[config.mk]
export PLATFORM = sky130hd
export DESIGN_NAME = window_crop
export DESIGN_NICKNAME = d
export VERILOG_FILES = /design/src/rtl/window_crop.sv
export SDC_FILE = /design/constraint.sdc
export NUM_CORES = 1
export LEC_CHECK = 0
export BUFFER_PORTS_ARGS = -buffer_cell sky130_fd_sc_hd__buf_2
export CAP_MARGIN = 0
export CORE_ASPECT_RATIO = 1.1
export CORE_MARGIN = 1
export CORE_UTILIZATION = 45
export DETAILED_ROUTE_END_ITERATION = 12
export PLACE_DENSITY = 0.65
export SYNTH_ARGS = -nofsm -noshare
export SYNTH_HDL_FRONTEND = slang
export SYNTH_SLANG_ARGS = --single-unit
[constraint.sdc]
create_clock -name pixel_clock_in -period 3.9 [get_ports pixel_clock_in]
set_clock_uncertainty 0.05 [all_clocks]
set_input_delay 0.585 -clock pixel_clock_in [delete_from_list [all_inputs] [get_ports pixel_clock_in]]
set_output_delay 0.585 -clock pixel_clock_in [all_outputs]
set_load 0.005 [all_outputs]
[src/rtl/window_crop.sv]
// Pixel-stream window cropper with power-of-two decimation. Window settings are
// staged from the register side and take effect atomically at the next frame start.
module window_crop #(
  parameter int CHANNELS    = 3,
  parameter int DATA_WIDTH  = 10,
  parameter int COORD_WIDTH = 11
) (
  input  logic                           pixel_clock_in,
  input  logic                           mipi_byte_reset_n,
  input  logic [CHANNELS*DATA_WIDTH-1:0] data_in,
  input  logic                           line_valid_in,
  input  logic                           frame_valid_in,
  input  logic [COORD_WIDTH-1:0]         x_start_in,
  input  logic [COORD_WIDTH-1:0]         x_end_in,
  input  logic [COORD_WIDTH-1:0]         y_start_in,
  input  logic [COORD_WIDTH-1:0]         y_end_in,
  input  logic [1:0]                     decimate_in,
  input  logic                           config_valid_in,
  output logic [CHANNELS*DATA_WIDTH-1:0] data_out,
  output logic                           line_valid_out,
  output logic                           frame_valid_out,
  output logic                           config_applied_out,
  output logic                           config_error_out
);

  typedef struct packed {
    logic [COORD_WIDTH-1:0] x_start;
    logic [COORD_WIDTH-1:0] x_end;
    logic [COORD_WIDTH-1:0] y_start;
    logic [COORD_WIDTH-1:0] y_end;
    logic [1:0]             decimate;
  } crop_cfg_t;

  localparam logic [COORD_WIDTH-1:0] COORD_MAX = {COORD_WIDTH{1'b1}};
  localparam crop_cfg_t CFG_FULL = '{x_start: '0, x_end: COORD_MAX,
                                     y_start: '0, y_end: COORD_MAX,
                                     decimate: 2'd0};

  crop_cfg_t              cfg_in;
  crop_cfg_t              pend_cfg;
  crop_cfg_t              act_cfg;
  crop_cfg_t              eff_cfg;
  logic                   pend_flag;
  logic                   fv_prev;
  logic                   lv_prev;
  logic                   armed;
  logic [COORD_WIDTH-1:0] x_cnt;
  logic [COORD_WIDTH-1:0] y_cnt;
  logic [COORD_WIDTH-1:0] y_cur;
  logic [COORD_WIDTH-1:0] x_off;
  logic [COORD_WIDTH-1:0] y_off;
  logic [COORD_WIDTH-1:0] dec_mask;
  logic                   cfg_ok;
  logic                   strobe_ok;
  logic                   fs;
  logic                   apply_now;
  logic                   armed_eff;
  logic                   keep;

  assign cfg_in    = '{x_start: x_start_in, x_end: x_end_in,
                       y_start: y_start_in, y_end: y_end_in,
                       decimate: decimate_in};
  assign cfg_ok    = (x_end_in > x_start_in) && (y_end_in > y_start_in);
  assign strobe_ok = config_valid_in && cfg_ok;
  assign fs        = frame_valid_in && !fv_prev;
  assign apply_now = fs && (strobe_ok || pend_flag);
  assign armed_eff = armed || fs;

  // The frame-start cycle already uses the config that is about to become active
  always_comb begin
    eff_cfg = act_cfg;
    if (fs && strobe_ok) begin
      eff_cfg = cfg_in;
    end else if (fs && pend_flag) begin
      eff_cfg = pend_cfg;
    end
  end

  always_comb begin
    y_cur    = fs ? '0 : y_cnt;
    x_off    = x_cnt - eff_cfg.x_start;
    y_off    = y_cur - eff_cfg.y_start;
    dec_mask = ~(COORD_MAX << eff_cfg.decimate);
    keep     = armed_eff && line_valid_in &&
               (x_cnt >= eff_cfg.x_start) && (x_cnt < eff_cfg.x_end) &&
               (y_cur >= eff_cfg.y_start) && (y_cur < eff_cfg.y_end) &&
               ((x_off & dec_mask) == '0) && ((y_off & dec_mask) == '0);
  end

  always_ff @(posedge pixel_clock_in or negedge mipi_byte_reset_n) begin
    if (!mipi_byte_reset_n) begin
      pend_cfg         <= CFG_FULL;
      act_cfg          <= CFG_FULL;
      pend_flag        <= 1'b0;
      config_error_out <= 1'b0;
    end else begin
      if (config_valid_in) begin
        config_error_out <= !cfg_ok;
      end
      if (apply_now) begin
        act_cfg   <= eff_cfg;
        pend_flag <= 1'b0;
      end else if (strobe_ok) begin
        pend_cfg  <= cfg_in;
        pend_flag <= 1'b1;
      end
    end
  end

  // fv_prev resets high so a frame already running at reset release never looks like a start
  always_ff @(posedge pixel_clock_in or negedge mipi_byte_reset_n) begin
    if (!mipi_byte_reset_n) begin
      fv_prev <= 1'b1;
      lv_prev <= 1'b0;
      armed   <= 1'b0;
      x_cnt   <= '0;
      y_cnt   <= '0;
    end else begin
      fv_prev <= frame_valid_in;
      lv_prev <= line_valid_in;
      if (fs) begin
        armed <= 1'b1;
      end
      if (!line_valid_in) begin
        x_cnt <= '0;
      end else if (x_cnt != COORD_MAX) begin
        x_cnt <= x_cnt + 1'b1;
      end
      if (fs) begin
        y_cnt <= '0;
      end else if (lv_prev && !line_valid_in && (y_cnt != COORD_MAX)) begin
        y_cnt <= y_cnt + 1'b1;
      end
    end
  end

  always_ff @(posedge pixel_clock_in or negedge mipi_byte_reset_n) begin
    if (!mipi_byte_reset_n) begin
      data_out           <= '0;
      line_valid_out     <= 1'b0;
      frame_valid_out    <= 1'b0;
      config_applied_out <= 1'b0;
    end else begin
      data_out           <= keep ? data_in : '0;
      line_valid_out     <= keep;
      frame_valid_out    <= frame_valid_in && armed_eff;
      config_applied_out <= apply_now;
    end
  end

endmodule

==> results.ini <==
[timing]
final-setup-viol-count=17
tightest_slew_ns=1.018
finalCritPeriodShare=1.008
fin_ws_ns=-0.03292
fmax_mhz=254.3
hold_viol=0
relSlewSlack=0.3215
timing.final.max_slew_violations=0
rsz0062_at_grt=yes
whs_ns=0.2254
fin_crit_ns=3.933

[power_and_ir_drop]
p_leak_nw=5.084
irDropWorstVdd_mv=0.3671
p_per_area_nw_per_um2=530.5

[route]
first_pass_iters=5
drtIter0Drc=353
wirelength_um=21530
ant_nets=0
vias=6788
via_per_inst=5.483
drc=0
post_drt_wl_per_cell_um=17.39

[flow_run]
max_cap_violations=0

[run_status]
status=complete, but fails checks
violations=setup timing

[yosys]
syn_area_um2=8250
synth_compound_area_frac=0.2122
synth_xor_xnor_area_share=0.01592
ys_seq_elements=152
synthMuxAreaShare=0.04261
synth_top_family_by_area=compound AO/OA/AOI/OAI gates
syn_nets=927
synthFlopType=dfrtp_1
synth_warnings=0
synthDistinctLibCells=51
yosys.area_share.simple=0.1174
ys_seq_area_frac=0.4678
synthAdderAreaFrac=0.1049
synthCells=778
synth-edff-count=0
synth-async-reset-ratio=1.000
avgSynthCellArea_um2=10.60

[clock_tree]
cts.sinks=152
cts_hold_buf=0
clock_latency_ns=0.44
cts_buffer_depth=2
cts-buffers-inserted=17
root_buffer=clkbuf_16
cts_tree=done
h-tree-depth=4
clkTransAtPathRegs_ns=0.07

[critical_path]
worstPathMaxFanout=8
end_kind=flop
r2r_cells=16
cp_cell_sequence=buf_6, inv_4, ha_4, a211o_1, o211ai_1, o2111ai_4, nand3_4, nand2_8, buf_12, buf_16, buf_12, buf_4, o22a_1, o22ai_1, ha_1, o21ai_0, a2111oi_2, nand4_1, buf_6, buf_16, nor4_4
critPathSlowestCell=a2111oi_2
critPathLaunchType=input port
required_ns=4.19
cp.depth=21
arrival_ns=4.22
slowest_delay_ns=0.39
cp_num_buf_inv=8
critPathTopFamily=compound AO/OA/AOI/OAI gates
criticalPathCategory=in2reg

[place]
dp_cells=1185
placed_area_um2=10010
io_buffers=114
place_congestion=0.8710
dpl.hpwl_um=15080

[layout]
final_area_um2=11350
fin_cells=1238
drive_gt1_frac=0.4350
antenna-diode-count=0
nets=1136
area_delta_synth_final_pct=37.58

[die]
core_area_um2=17800
pin_count=115
start_util=0.4634
die_y_um=144.0
row_count=51
die_area_um2=18880
dieWidth_um=131.1

[global_routing]
first_global_vias=6840
grt_antenna_before_repair=0
grt_overflow_total=0
grt_max_degree=112
groute.usage.overall=0.2399
grt_pass1_wl_um=34980

[hold_path]
hold_path.class=in2async

[path summary, 6_finish.rpt]
kind	end	from	slack, ns
worst max register to register	data_out[25]	fv_prev	0.64
worst max-delay path	data_out[25]	x_start_in[8]	-0.03
worst min register to register	config_error_out	config_error_out	0.43
min in group pixel_clock_in	fv_prev	frame_valid_in	0.24
max in group asynchronous	act_cfg[2]	mipi_byte_reset_n	2.58
worst min-delay path	pend_cfg[41]	mipi_byte_reset_n	0.23
[final cells by class]
class | instances | area [um^2]
sequential | 152 | 3860
tap | 238 | 297.8
inverter | 31 | 141.4
clock inverter | 15 | 115.1
fill | 1408 | 6452
timing repair buffer | 240 | 1846
clock buffer | 17 | 425.4
multi-input combinational | 545 | 4666
[Yosys cell counts, types with 3 or more instances]
cell / count / area (um^2)
dfrtp_1: 107 / 2678
o22a_1: 81 / 709.4
ha_1: 66 / 825.8
o21ai_0: 63 / 315.3
dfstp_2: 45 / 1182
o22ai_1: 42 / 262.8
clkbuf_1: 38 / 142.6
nand2_1: 38 / 142.6
nor2_1: 36 / 135.1
a21oi_1: 32 / 160.2
inv_1: 30 / 112.6
mux2_2: 25 / 281.5
nand4_1: 18 / 112.6
nor3_1: 17 / 85.08
and2_1: 12 / 75.07
nand3_1: 11 / 55.05
nor4_1: 11 / 68.82
buf_2: 9 / 45.04
xor2_1: 8 / 70.07
mux2i_1: 7 / 70.07
xnor2_1: 7 / 61.31
a21o_1: 6 / 45.04
nor4_2: 6 / 75.07
a211o_1: 5 / 43.79
nand2b_1: 5 / 31.28
nor2b_1: 5 / 31.28
o21a_1: 5 / 37.54
and3_1: 4 / 25.02
and4_1: 4 / 35.03
nand3b_1: 3 / 22.52
o211ai_1: 3 / 22.52
or3_1: 3 / 18.77
[cells in the final DEF, fill, tap and decap left out, types with 25 or more instances in the layout]
cell type  count
a21oi_1       27
buf_2        100
buf_4        107
dfrtp_1      107
dfstp_2       45
ha_1          55
mux2_2        25
nand2_1       37
nor2_1        32
o21ai_0       61
o22a_1        81
o22ai_1       31
[flip-flops by register name, indices dropped and copies added (netlist names)]
| name | flops |
|---|---|
| frame_valid_out | 1 |
| pend_cfg | 46 |
| config_error_out | 1 |
| line_valid_out | 1 |
| fv_prev | 1 |
| armed | 1 |
| data_out | 30 |
| pend_flag | 1 |
| config_applied_out | 1 |
| lv_prev | 1 |
| x_cnt | 11 |
| y_cnt | 11 |
| act_cfg | 46 |
[layer usage]
metal	global-route usage	up-vias	wire, um
met2	0.4331	124	11200
met3	0.04101	23	656
li1	-	3339	-
met1	0.2925	3302	9262
met4	0.07616	0	416
met5	0	-	0
[worst reg2reg max path: cells and delay by family (launching register included)]
family,cells,cell delay [ns]
adders and majority gates,2,0.64
AOI/OAI and AO/OA,2,0.19
and+or+nand+nor,7,1.05
buffers and inverters,4,0.53
muxes,1,0.17
DFF,1,0.53
[metrics by stage]
step	utilization	TNS [ns]	setup WS [ns]	total power [mW]
finish	0.6376	-0.2252	-0.03292	6.022
global route	0.6376	-7.115	-0.2634	6.403
CTS	0.6272	0	0.00001998	5.993
detailed placement	0.5624	-23.42	-0.8330	4.294
global placement	0.5624	-20.58	-0.7029	4.236
floorplan	-	-2.468	-0.1086	3.638
[logic make-up (layout without fill, tap and decap cells)]
logic type | count (synthesis) | after routing
compound gates | 252 | 252
xor+xnor | 15 | 15
fa+ha+maj | 68 | 68
buf+inv | 81 | 303
flops | 152 | 152
mux | 32 | 32
simple gates | 178 | 178
[power by group]
part / leakage, nW / switching [mW] / internal (mW) / total (mW)
registers: 1.85 / 0.250 / 2.16 / 2.41
logic: 2.97 / 1.01 / 1.07 / 2.08
clock network: 0.263 / 0.711 / 0.824 / 1.53
[repair_timing]
item                                    4_1_cts  5_1_grt
setup buffers                                17        2
pin swaps                                    29       11
gates resized for setup                      78       26
cloned                                        3        0
endpoints found under the hold margin         0        0
endpoints found under the setup margin       31       31
No activity file was read; power rests on OpenSTA's default activity.
